**config.mk**
```make
export PLATFORM = sky130hd
export DESIGN_NAME = vxe_regio_arb_flat
export DESIGN_NICKNAME = d
export VERILOG_FILES = /design/src/rtl/vxe_regio_arb_if.sv /design/src/rtl/vxe_regio_arb.sv /design/src/flat_wrapper.sv
export SDC_FILE = /design/constraint.sdc
export NUM_CORES = 1
export LEC_CHECK = 0
export ABC_AREA = 1
export BUFFER_PORTS_ARGS = -buffer_cell sky130_fd_sc_hd__clkbuf_2
export CORE_MARGIN = 5
export CORE_UTILIZATION = 46
export CTS_CLUSTER_SIZE = 25
export DETAILED_ROUTE_END_ITERATION = 7
export GPL_TIMING_DRIVEN = 0
export HOLD_SLACK_MARGIN = 0.08
export PLACE_DENSITY = 0.8
export SLEW_MARGIN = 20
export SYNTH_ARGS = -nofsm -noshare
export SYNTH_HDL_FRONTEND = slang
export SYNTH_SLANG_ARGS = --single-unit
```
**constraint.sdc**
```tcl
create_clock -name clk -period 1.7 [get_ports clk]
set_input_delay 0.255 -clock clk [delete_from_list [all_inputs] [get_ports clk]]
set_output_delay 0.255 -clock clk [all_outputs]
set_load 0.01 [all_outputs]
```
**src/rtl/vxe_regio_arb_if.sv**
```systemverilog
// Requester and regio-side signal bundle for vxe_regio_arb.
// The slave modport is the arbiter's view; master is the requesters/regio side.
interface vxe_regio_arb_if;
  logic        m0_req;
  logic        m0_wr;
  logic [9:0]  m0_idx;
  logic [31:0] m0_wdata;
  logic        m0_gnt;
  logic        m0_rsp_vld;
  logic [31:0] m0_rdata;
  logic        m0_err;

  logic        m1_req;
  logic        m1_wr;
  logic [9:0]  m1_idx;
  logic [31:0] m1_wdata;
  logic        m1_gnt;
  logic        m1_rsp_vld;
  logic [31:0] m1_rdata;
  logic        m1_err;

  logic [9:0]  wreg_idx;
  logic [31:0] wdata;
  logic        wenable;
  logic        waccept;
  logic        werror;
  logic [9:0]  rreg_idx;
  logic [31:0] rdata;
  logic        renable;
  logic        raccept;
  logic        rerror;

  modport slave (
    input  m0_req, m0_wr, m0_idx, m0_wdata,
    output m0_gnt, m0_rsp_vld, m0_rdata, m0_err,
    input  m1_req, m1_wr, m1_idx, m1_wdata,
    output m1_gnt, m1_rsp_vld, m1_rdata, m1_err,
    output wreg_idx, wdata, wenable,
    input  waccept, werror,
    output rreg_idx, renable,
    input  rdata, raccept, rerror
  );

  modport master (
    output m0_req, m0_wr, m0_idx, m0_wdata,
    input  m0_gnt, m0_rsp_vld, m0_rdata, m0_err,
    output m1_req, m1_wr, m1_idx, m1_wdata,
    input  m1_gnt, m1_rsp_vld, m1_rdata, m1_err,
    input  wreg_idx, wdata, wenable,
    output waccept, werror,
    input  rreg_idx, renable,
    output rdata, raccept, rerror
  );
endinterface

```
**src/rtl/vxe_regio_arb.sv**
```systemverilog
// Two-port round-robin arbiter/sequencer sharing the single VxEngine regio access port.
// Optional ISSUE-phase timeout is built when VXE_REGIO_ARB_TIMEOUT_EN is defined.
module vxe_regio_arb #(
  parameter int unsigned TIMEOUT = 16
) (
  input logic            clk,
  input logic            nrst,
  vxe_regio_arb_if.slave bus
);

  typedef enum logic [1:0] {StIdle, StIssue, StResp} state_e;

  state_e      state_q, state_d;
  logic        owner_q, owner_d;   // 0: m0, 1: m1
  logic        last_q, last_d;     // requester served last, 1: m1
  logic        first_q, first_d;   // marks the first ISSUE cycle (grant pulse)
  logic        wr_q, wr_d;
  logic [9:0]  idx_q, idx_d;
  logic [31:0] wdata_q, wdata_d;
  logic [31:0] m0_rdata_q, m0_rdata_d;
  logic [31:0] m1_rdata_q, m1_rdata_d;
  logic        m0_err_q, m0_err_d;
  logic        m1_err_q, m1_err_d;

  logic        any_req;
  logic        sel_m1;
  logic        accept;
  logic        timeout;
  logic [31:0] rsp_rdata;
  logic        rsp_err;

  if (TIMEOUT < 1 || TIMEOUT > 255) begin : g_timeout_range
    $error("vxe_regio_arb: TIMEOUT must be in 1..255");
  end

  assign any_req = bus.m0_req | bus.m1_req;
  // On a tie the requester not served last wins.
  assign sel_m1  = (bus.m0_req && bus.m1_req) ? ~last_q : bus.m1_req;
  assign accept  = wr_q ? bus.waccept : bus.raccept;

`ifdef VXE_REGIO_ARB_TIMEOUT_EN
  logic [7:0] cnt_q, cnt_d;

  always_comb begin
    cnt_d   = cnt_q;
    timeout = 1'b0;
    if (state_q == StIdle) begin
      cnt_d = '0;
    end else if (state_q == StIssue && !accept) begin
      cnt_d   = cnt_q + 8'd1;
      timeout = (cnt_q == 8'(TIMEOUT - 1));
    end
  end

  always_ff @(posedge clk) begin
    if (!nrst) begin
      cnt_q <= '0;
    end else begin
      cnt_q <= cnt_d;
    end
  end
`else
  assign timeout = 1'b0;
`endif

  always_comb begin
    if (accept) begin
      rsp_rdata = wr_q ? 32'h0 : bus.rdata;
      rsp_err   = wr_q ? bus.werror : bus.rerror;
    end else begin
      rsp_rdata = 32'hdead_beef;
      rsp_err   = 1'b1;
    end
  end

  always_comb begin
    state_d    = state_q;
    owner_d    = owner_q;
    last_d     = last_q;
    first_d    = 1'b0;
    wr_d       = wr_q;
    idx_d      = idx_q;
    wdata_d    = wdata_q;
    m0_rdata_d = m0_rdata_q;
    m1_rdata_d = m1_rdata_q;
    m0_err_d   = m0_err_q;
    m1_err_d   = m1_err_q;

    unique case (state_q)
      StIdle: begin
        if (any_req) begin
          owner_d = sel_m1;
          wr_d    = sel_m1 ? bus.m1_wr    : bus.m0_wr;
          idx_d   = sel_m1 ? bus.m1_idx   : bus.m0_idx;
          wdata_d = sel_m1 ? bus.m1_wdata : bus.m0_wdata;
          first_d = 1'b1;
          state_d = StIssue;
        end
      end
      StIssue: begin
        if (accept || timeout) begin
          if (owner_q) begin
            m1_rdata_d = rsp_rdata;
            m1_err_d   = rsp_err;
          end else begin
            m0_rdata_d = rsp_rdata;
            m0_err_d   = rsp_err;
          end
          state_d = StResp;
        end
      end
      StResp: begin
        last_d  = owner_q;
        state_d = StIdle;
      end
      default: state_d = StIdle;
    endcase
  end

  always_ff @(posedge clk) begin
    if (!nrst) begin
      state_q    <= StIdle;
      owner_q    <= 1'b0;
      last_q     <= 1'b1;
      first_q    <= 1'b0;
      wr_q       <= 1'b0;
      idx_q      <= '0;
      wdata_q    <= '0;
      m0_rdata_q <= '0;
      m1_rdata_q <= '0;
      m0_err_q   <= 1'b0;
      m1_err_q   <= 1'b0;
    end else begin
      state_q    <= state_d;
      owner_q    <= owner_d;
      last_q     <= last_d;
      first_q    <= first_d;
      wr_q       <= wr_d;
      idx_q      <= idx_d;
      wdata_q    <= wdata_d;
      m0_rdata_q <= m0_rdata_d;
      m1_rdata_q <= m1_rdata_d;
      m0_err_q   <= m0_err_d;
      m1_err_q   <= m1_err_d;
    end
  end

  assign bus.m0_gnt     = (state_q == StIssue) && first_q && !owner_q;
  assign bus.m1_gnt     = (state_q == StIssue) && first_q &&  owner_q;
  assign bus.m0_rsp_vld = (state_q == StResp) && !owner_q;
  assign bus.m1_rsp_vld = (state_q == StResp) &&  owner_q;
  assign bus.m0_rdata   = m0_rdata_q;
  assign bus.m1_rdata   = m1_rdata_q;
  assign bus.m0_err     = m0_err_q;
  assign bus.m1_err     = m1_err_q;

  assign bus.wenable    = (state_q == StIssue) &&  wr_q;
  assign bus.renable    = (state_q == StIssue) && !wr_q;
  assign bus.wreg_idx   = idx_q;
  assign bus.rreg_idx   = idx_q;
  assign bus.wdata      = wdata_q;

endmodule

```
**src/flat_wrapper.sv**
```systemverilog
// flat-port wrapper written by rule: the top's interface ports become plain ports
module vxe_regio_arb_flat 
#(
  parameter int unsigned TIMEOUT = 16
)
  (clk, nrst, bus_m0_req, bus_m0_wr, bus_m0_idx, bus_m0_wdata, bus_m0_gnt, bus_m0_rsp_vld, bus_m0_rdata, bus_m0_err, bus_m1_req, bus_m1_wr, bus_m1_idx, bus_m1_wdata, bus_m1_gnt, bus_m1_rsp_vld, bus_m1_rdata, bus_m1_err, bus_wreg_idx, bus_wdata, bus_wenable, bus_waccept, bus_werror, bus_rreg_idx, bus_renable, bus_rdata, bus_raccept, bus_rerror);
  vxe_regio_arb_if bus_i ();
  input logic clk;
  input logic nrst;
  input wire logic [$bits(bus_i.m0_req)-1:0] bus_m0_req;
  input wire logic [$bits(bus_i.m0_wr)-1:0] bus_m0_wr;
  input wire logic [$bits(bus_i.m0_idx)-1:0] bus_m0_idx;
  input wire logic [$bits(bus_i.m0_wdata)-1:0] bus_m0_wdata;
  output wire logic [$bits(bus_i.m0_gnt)-1:0] bus_m0_gnt;
  output wire logic [$bits(bus_i.m0_rsp_vld)-1:0] bus_m0_rsp_vld;
  output wire logic [$bits(bus_i.m0_rdata)-1:0] bus_m0_rdata;
  output wire logic [$bits(bus_i.m0_err)-1:0] bus_m0_err;
  input wire logic [$bits(bus_i.m1_req)-1:0] bus_m1_req;
  input wire logic [$bits(bus_i.m1_wr)-1:0] bus_m1_wr;
  input wire logic [$bits(bus_i.m1_idx)-1:0] bus_m1_idx;
  input wire logic [$bits(bus_i.m1_wdata)-1:0] bus_m1_wdata;
  output wire logic [$bits(bus_i.m1_gnt)-1:0] bus_m1_gnt;
  output wire logic [$bits(bus_i.m1_rsp_vld)-1:0] bus_m1_rsp_vld;
  output wire logic [$bits(bus_i.m1_rdata)-1:0] bus_m1_rdata;
  output wire logic [$bits(bus_i.m1_err)-1:0] bus_m1_err;
  output wire logic [$bits(bus_i.wreg_idx)-1:0] bus_wreg_idx;
  output wire logic [$bits(bus_i.wdata)-1:0] bus_wdata;
  output wire logic [$bits(bus_i.wenable)-1:0] bus_wenable;
  input wire logic [$bits(bus_i.waccept)-1:0] bus_waccept;
  input wire logic [$bits(bus_i.werror)-1:0] bus_werror;
  output wire logic [$bits(bus_i.rreg_idx)-1:0] bus_rreg_idx;
  output wire logic [$bits(bus_i.renable)-1:0] bus_renable;
  input wire logic [$bits(bus_i.rdata)-1:0] bus_rdata;
  input wire logic [$bits(bus_i.raccept)-1:0] bus_raccept;
  input wire logic [$bits(bus_i.rerror)-1:0] bus_rerror;
  assign bus_i.m0_req = bus_m0_req;
  assign bus_i.m0_wr = bus_m0_wr;
  assign bus_i.m0_idx = bus_m0_idx;
  assign bus_i.m0_wdata = bus_m0_wdata;
  assign bus_m0_gnt = bus_i.m0_gnt;
  assign bus_m0_rsp_vld = bus_i.m0_rsp_vld;
  assign bus_m0_rdata = bus_i.m0_rdata;
  assign bus_m0_err = bus_i.m0_err;
  assign bus_i.m1_req = bus_m1_req;
  assign bus_i.m1_wr = bus_m1_wr;
  assign bus_i.m1_idx = bus_m1_idx;
  assign bus_i.m1_wdata = bus_m1_wdata;
  assign bus_m1_gnt = bus_i.m1_gnt;
  assign bus_m1_rsp_vld = bus_i.m1_rsp_vld;
  assign bus_m1_rdata = bus_i.m1_rdata;
  assign bus_m1_err = bus_i.m1_err;
  assign bus_wreg_idx = bus_i.wreg_idx;
  assign bus_wdata = bus_i.wdata;
  assign bus_wenable = bus_i.wenable;
  assign bus_i.waccept = bus_waccept;
  assign bus_i.werror = bus_werror;
  assign bus_rreg_idx = bus_i.rreg_idx;
  assign bus_renable = bus_i.renable;
  assign bus_i.rdata = bus_rdata;
  assign bus_i.raccept = bus_raccept;
  assign bus_i.rerror = bus_rerror;
  vxe_regio_arb #(.TIMEOUT(TIMEOUT)) u_core (.clk(clk), .nrst(nrst), .bus(bus_i));
endmodule
```
; ---- After elaboration in Yosys (flattened, before gate mapping)
; Index checks and enable logic that the tools add are counted.
[totals]
reg_bits = 114
latch_bits = 0
mem_bits_rw = 0
rom_bits = 0
in_bits = 126
elab_cells = 45
n_memories = 0
[op_classes]
n_addsub = 0
multipliers = 0
div = 0
order_cmp = 0
n_eq_ne = 4
shift = 0
n_mux = 11
bitwise = 3
reduce_logical = 16
[op_table]
columns = cell, count
row1 = 2-to-1 mux 32 bit, 2
row2 = 2-to-1 mux 10 bit, 1
row3 = logical AND 1 bit, 8
row4 = AND reduction 2 bit, 3
row5 = AND reduction 3 bit, 2
row6 = 2-to-1 mux 1 bit, 5
row7 = 2-to-1 mux 2 bit, 2
row8 = "!= test 2 x 1 -> 1 bit, second input constant", 2
row9 = case mux 2 bit (2 select lines), 1
row10 = "== test 2 x 1 -> 1 bit, second input constant", 1
row11 = "== test 2 bit, second input constant", 1
row12 = logical NOT 1 bit, 2
row13 = logical NOT 2 bit, 1
row14 = NOT 1 bit, 2
row15 = bitwise OR 1 bit, 1

; ---- Longest topological paths before layout
; Gate-level depths: netlist (run 1).
[logic_depth]
word_depth = 3
ltp_mapped = 10

; ---- Worst setup path before layout (run 1)
; OpenSTA, ideal clock, no wires.
[synth_path]
kind = flip-flop to flip-flop
start = register u_core.wr_q
end = register u_core.m0_rdata_q[0], in the netlist u_core.bus.m0_rdata[0]
arrival_ps = 1128
required_ps = 1587
path_slack_ps = 459
path_stages_with_launch = 10
n_path_buf = 3
cell_sequence = dfxtp_1 buf_4 inv_6 nand2_2 nand2_4 nand2_2 buf_6 buf_4 o21ai_1 nor2_1
[synth_via]
elab_chain_len = 2
elab_cells_between_ends = 3
[synth_lines]
columns = element, line
row1 = "start, declared", vxe_regio_arb.sv:17  ; logic wr_q, wr_d;
row2 = "start signal, assigned", vxe_regio_arb.sv:138  ; wr_q <= wr_d;
row3 = 2-to-1 mux 1 bit, vxe_regio_arb.sv:39  ; assign accept = wr_q ? bus.waccept : bus.raccept;
row4 = AND reduction 3 bit (no line), n/a
row5 = "end signal, assigned", vxe_regio_arb.sv:141  ; m0_rdata_q <= m0_rdata_d;
row6 = "end, declared", vxe_regio_arb.sv:20  ; logic [31:0] m0_rdata_q, m0_rdata_d;
; Parallel ways exist; a longest one is shown, timed or not.
; A chain may end at the register's enable or synchronous reset.

; ---- Worst setup path after layout (run 1)
[layout_path]
start = register u_core.wr_q
end = output port bus_renable
[layout_via]
elab_chain_len = 2
[layout_lines]
columns = element, line
row1 = logical NOT 1 bit, vxe_regio_arb.sv:158  ; assign bus.renable = (state_q == StIssue) && !wr_q;
row2 = logical AND 1 bit, vxe_regio_arb.sv:158
row3 = "end, declared", flat_wrapper.sv:32  ; output wire logic [$bits(bus_i.renable)-1:0] bus_renable;
; No other way between the ends.

==> metrics.md, run 1 <==
| Metric | Value |
|---|---|
| GP Congestion | ~0.85 |
| Routed WL | a little under 20000 um |
| Required @ worst endpoint | around 1400 ps |
| Clk pwr share | between 40 and 50% |
| Critical path class | flip-flop to output port |
| Longest Clk Path Bufs | 2 |
| Io pins | between 200 and 300 |
| Final hold slack | approximately 110 ps |
| Combinational power share | between 20% and 30% |
| Sw Ratio | 29.5% |
| Layout cells sized above 1 | between 30% and 40% |
| Yosys top cell area share | a little under half |
| Hold Fails Final Rpt | 0 |
| Int Power | roughly 5.8 mW |
| Area Overhead vs Synth | 56.2% |
| Mapped Area | ~5000 um^2 |
| Core box area | ~11000 um^2 |
| Final Cycle Share | ~96% |
| Filler cells | ~840 |
| Vias | about 6300 |
| Antenna fix cells | 0 |
| FF+latch area | about 2300 um^2 |
| Dpl ws | around 48 ps |
| Die span in x | 114 um |
| Drt pass-1 iters | 5 |
| Synth top area cells | dfxtp_1, nor2_1, a21oi_1 |
| Buffers on Ports | 248 |
| Gr usage total | roughly 30% |
| # H-tree levels | 4 |
| Drt drc | 0 |
| DP Wirelength | around 13000 um |
| Post-CTS setup buffers | 0 |
| Max Slew Vio Count | 0 |
| Initial antenna violation count | 0 |
| Hold Crit Class | input port to flip-flop |
| Register bit total from synthesis | approximately 110 |
| Area leader, netlist | dfxtp_1 |
| Synth Area per Inst | 6.99 um^2 |
| RSZ-0062 raised after global routing | true |
| Yosys warns | 0 |
| Vias in the first global route | 6363 |
| CTS root buf | clkbuf_8 |
| Clock-pin slew on the worst setup and hold paths | ~50 ps |
| First-pass GRT wire length | 31100 um |
| Switching pwr | ~2.4 mW |
| Site row count | 38 |
| Power per cell area | roughly 1100 nW/um^2 |
| VDD IR max | ~0.63 mV |
| Sequential-to-total area share from yosys stat | 45.5% |
| P_leak | 3.87 nW |
| Vias per cell | just over 5 |
| Fin crit period | between 1500 and 2000 ps |
| Global-route congestion overflow total | 0 |
| Worst slew pin tran | ~530 ps |
| CP startpoint kind | flip-flop |
| Final ANT Viol Nets | 0 |
| Most common cell after layout, fill and taps aside | clkbuf_2 |
| Max Freq | approximately 600 MHz |
| Largest net degree at the start of global routing | 17 |
| Area of the multi-input gates | 2190 um^2 |
| Crit. End Element | output port |
| Crit path max fanout | 10 |
| Finished Layout Cells | roughly 1200 |
| Worst-Skew Late Latency | roughly 500 ps |
| CTS tree | built |
| Setup violators final | 0 |
| Finished Core Util | between 70% and 80% |
| Min setup slack post-route | approximately 60 ps |
| CTS Buf Count | 17 |
| Die ar. | ~13000 um^2 |
| Sink Count | ~110 |
| Total power | 8.30 mW |
| Register share of total power | between 30% and 40% |
| # nets final | about 1200 |
| Library cells used by synthesis | 22 |
| Initial Util | between 40% and 50% |
| Crit path DAT | approximately 1400 ps |
| Post-Place Cells | 1105 |
| Vert. Die Dim | approximately 110 um |
| Syn_nets | 843 |
| Iter 0 DRT Violations | 571 |
| Clock skew | 11.0 ps |
| Max-cap viol count | 0 |
| Outcome | complete, no violations |
| Cells after Synth | slightly above 700 |
| Most frequent cells in the layout | clkbuf_2, nor2_1, dfxtp_1 |
| Slew headroom | between 60 and 70% |
| Wire per inst | about 16 um |
[what timing repair did]
item,CTS,global route
endpoints found under the hold margin,54,0
hold buffers,79,0
pin swaps,0,1
cloned,0,0
endpoints found under the setup margin,5,44
gates resized for setup,12,6
[critical path: stages (launching register included)]
cell	delay, ps
dfxtp_1	300
buf_4	160
clkbuf_8	170
nor2_2	120
buf_2	140
[through the flow]
| step | cell area [um^2] | TNS [ps] |
|---|---|---|
| global placement | 6430 | 0 |
| CTS | 7830 | 0 |
| finish | 7830 | 0 |
| floorplan | 5010 | 0 |
| detailed placement | 6430 | 0 |
| global route | 7830 | -9.36 |
[power groups by stage]
| stage | combinational, mW | clock (mW) | sequential [mW] |
|---|---|---|---|
| 2_1_floorplan | 0.868 | 0 | 3.17 |
| 3_3_place_gp | 1.60 | 0 | 3.08 |
| 3_5_place_dp | 1.61 | 0 | 3.08 |
| 4_1_cts | 1.77 | 3.42 | 3.04 |
| 5_1_grt | 2.01 | 3.57 | 3.07 |
| 6_report | 1.85 | 3.40 | 3.05 |
[cells by family (layout without fill, tap and decap cells)]
kind of cell,Yosys count,in the layout,synth area share (%)
simple gates,333,333,28.1
compound gates,152,152,15.2
flops,114,114,45.5
buf+inv,118,474,11.2
[routing by layer]
| layer | global-route usage (%) | share of wire [%] |
|---|---|---|
| met5 | 0 | 0 |
| met3 | 10.3 | 11 |
| met1 | 34.1 | 38 |
| met2 | 49.3 | 48 |
| met4 | 13.6 | 3.8 |
[area by class of cell]
type	count	share of cell area, %
Buffer	66	4.89
Inverter	50	2.46
Timing Repair Buffer	327	26.0
Tap cell	140	2.24
Clock inverter	10	1.39
Sequential cell	114	29.2
Multi-Input combinational cell	485	28.0
Clock buffer	21	5.86
[Yosys cell counts, drive strengths merged]
| master | instances |
|---|---|
| a21oi | 80 |
| nand4 | 29 |
| dfxtp | 114 |
| nor3 | 2 |
| inv | 50 |
| o21ai | 72 |
| clkbuf | 29 |
| nand3 | 45 |
| buf | 39 |
| nor2 | 150 |
| nand2 | 107 |
[final timing paths]
path	from	endpoint	slack (ps)	cells past startpoint
worst max-delay path	u_core.wr_q	bus_renable	60	4
worst min-delay path	bus_m1_idx[3]	u_core.bus.rreg_idx[3]	110	5
worst min register to register	u_core.bus.m1_rdata[27]	u_core.bus.m1_rdata[27]	460	2
worst max register to register	u_core.last_q	u_core.bus.wdata[7]	140	5
[registers in the layout, indices dropped and copies added (netlist names)]
register             count
u_core.first_q           1
u_core.wr_q              1
u_core.bus.m1_rdata     32
u_core.bus.rreg_idx     10
u_core.bus.m1_err        1
u_core.state_q           2
u_core.bus.m0_rdata     32
u_core.bus.m0_err        1
u_core.bus.wdata        32
u_core.owner_q           1
u_core.last_q            1
Power figures use the tool's default switching activity.
==> run 2, diff against run 1 <==
--- a/config.mk
+++ b/config.mk
@@ -7,13 +7,15 @@
 export LEC_CHECK = 0
 export ABC_AREA = 1
 export BUFFER_PORTS_ARGS = -buffer_cell sky130_fd_sc_hd__clkbuf_2
+export CELL_PAD_IN_SITES_DETAIL_PLACEMENT = 1
+export CELL_PAD_IN_SITES_GLOBAL_PLACEMENT = 1
 export CORE_MARGIN = 5
-export CORE_UTILIZATION = 46
+export CORE_UTILIZATION = 31
 export CTS_CLUSTER_SIZE = 25
 export DETAILED_ROUTE_END_ITERATION = 7
 export GPL_TIMING_DRIVEN = 0
 export HOLD_SLACK_MARGIN = 0.08
-export PLACE_DENSITY = 0.8
+export PLACE_DENSITY_LB_ADDON = 0.1
 export SLEW_MARGIN = 20
 export SYNTH_ARGS = -nofsm -noshare
 export SYNTH_HDL_FRONTEND = slang
==> run 2 against run 1 <==
Compared with the run above: critical path depth shrank 1; worst setup slack gained 33 ps; sequential cell count did not move; via count is 8.0% lower; final cell count grew 2.8%; highest routed layer unchanged; global-route usage shrank 8.7 points.
==> metrics.md, run 2 (synthesis results as in run 1) <==
| Metric | Value |
|---|---|
| Buffers on Ports | 248 (unchanged) |
| Hold path cells | 3 (-2) |
| Layout cells sized above 1 | 31.5% (+0.58 points) |
| Crit path DAT | 1350 ps (-30 ps) |
| CP startpoint | u_core.owner_q |
| Reg2reg path depth | 8 (+3) |
| Vias | 5781 (-8.0%) |
| GP Congestion | 0.803 (-5.7%) |
| Global-route congestion overflow total | 0 (unchanged) |
| Vias in the first global route | 6050 (-4.9%) |
| DP Wirelength | 14800 um (+18%) |
| Site row count | 46 (+21%) |
| Worst-Skew Late Latency | 410 ps (-90 ps) |
| Clock-pin slew on the worst setup and hold paths | 50 ps (about the same) |
| Worst slew pin tran | 583 ps (+52.5 ps) |
| CTS Buf Count | 17 (unchanged) |
| Crit. End Element | output port |
| Longest Clk Path Bufs | 2 (unchanged) |
| VDD IR max | 0.746 mV (+18%) |
| Power per cell area | 1080 nW/um^2 (+1.6%) |
| Hold Startpoint | bus_m0_wdata[22] |
| Antenna fix cells | 0 (unchanged) |
| Area Overhead vs Synth | 48.8% |
| Initial Util | 31.6% (-15 points) |
| CP startpoint kind | flip-flop |
| Hold Fails Final Rpt | 0 (unchanged) |
| Most frequent cells in the layout | clkbuf_2, nor2_1, dfxtp_1 |
| CTS root buf | clkbuf_16 |
| Post-CTS setup buffers | 0 (unchanged) |
| # nets final | 1147 (-3.4%) |
| Crit path max fanout | 10 (unchanged) |
| Total power | 8.03 mW (-3.2%) |
| Die ar. | 18800 um^2 (+44%) |
| Die span in x | 137 um (+20%) |
| Drt pass-1 iters | 4 (-1) |
| Final ANT Viol Nets | 0 (unchanged) |
| P_leak | 3.68 nW (-4.9%) |
| CTS tree | built |
| Initial antenna violation count | 0 (unchanged) |
| Outcome | complete, no violations |
| First-pass GRT wire length | 30500 um (-1.9%) |
| Core box area | 15900 um^2 (+48%) |
| Min setup slack post-route | 93.8 ps (+33.4 ps) |
| Clock skew | 7.38 ps (-3.61 ps) |
| Fin crit period | 1610 ps (-33.4 ps) |
| Wire per inst | 15.7 um (-3.6%) |
| Worst r2r src | u_core.wr_q |
| Most common cell after layout, fill and taps aside | clkbuf_2 |
| Hold Crit Class | input port to flip-flop |
| Critical path class | flip-flop to output port |
| Dpl ws | 30.0 ps (-17.5 ps) |
| Vias per cell | 4.64 (-10%) |
| Max-cap viol count | 0 (unchanged) |
| Max Slew Vio Count | 0 (unchanged) |
| Final Cycle Share | 94.5% (-2.0 points) |
| Routed WL | 19500 um (-0.90%) |
| Setup violators final | 0 (unchanged) |
| Gr usage total | 20.9% (-8.7 points) |
| Slew headroom | 61.1% (-3.5 points) |
| RSZ-0062 raised after global routing | false |
| Sink Count | 114 (unchanged) |
| Setup TNS | 0 ps (unchanged) |
| Vert. Die Dim | 137 um (+20%) |
| Max Freq | 623 MHz (+2.1%) |
| Required @ worst endpoint | 1440 ps (about the same) |
| Largest net degree at the start of global routing | 17 (unchanged) |
| Drt drc | 0 (unchanged) |
| Finished Core Util | 47.0% (-26 points) |
| # H-tree levels | 4 (unchanged) |
| Io pins | 250 (unchanged) |
| Iter 0 DRT Violations | 145 (-75%) |
==> run 2: where the power goes <==
group / internal, mW / total, mW / switching [mW]
sequential: 2.91 / 3.04 / 0.132
clock: 2.08 / 3.28 / 1.20
combinational: 0.690 / 1.71 / 1.02
==> run 2: worst paths after layout <==
kind | to | slack, ps
max reg2reg | u_core.bus.m0_rdata[19] | 190
max | bus_m0_gnt | 90
min | u_core.bus.wdata[22] | 90
min reg2reg | u_core.bus.m1_rdata[0] | 460
==> run 2: area by class of cell <==
type / instances / area, um^2
fill: 2106 / 8420
sequential: 114 / 2280
multi-input combinational: 485 / 2180
timing repair buffer: 287 / 1630
clock buffer: 22 / 474
buffer: 66 / 369
tap: 216 / 270
inverter: 50 / 193
clock inverter: 7 / 60.1
==> run 2: worst max-delay path, cell delays in order (launching register included) <==
cell and delay, ps:
dfxtp_2 380, clkbuf_4 210, nor3_1 180, buf_2 170
==> run 2: stage by stage <==
step                instance area, um^2  instances  hold WS [ps]
finish                             7460       1247          89.3
global route                       7460       1247          89.5
CTS                                7450       1247          82.1
detailed placement                 6530       1181           456
global placement                   6530       1181           451
floorplan                          5010        717           391
==> run 2: routing by layer <==
layer | vias up | GRT usage [%] | wire, um
met2 | 177 | 36.5 | 9670
met1 | 2645 | 23.3 | 7920
met5 | - | 0 | 0
met4 | 0 | 8.15 | 429
li1 | 2928 | - | -
met3 | 31 | 7.20 | 1510
==> run 2: what timing repair did <==
| item | CTS | global route |
|---|---|---|
| hold buffers | 39 | 0 |
| endpoints found under the setup margin | 5 | 24 |
| hold endpoints to repair | 39 | 0 |
| pin swaps | 0 | 0 |
| resized for setup | 2 | 6 |
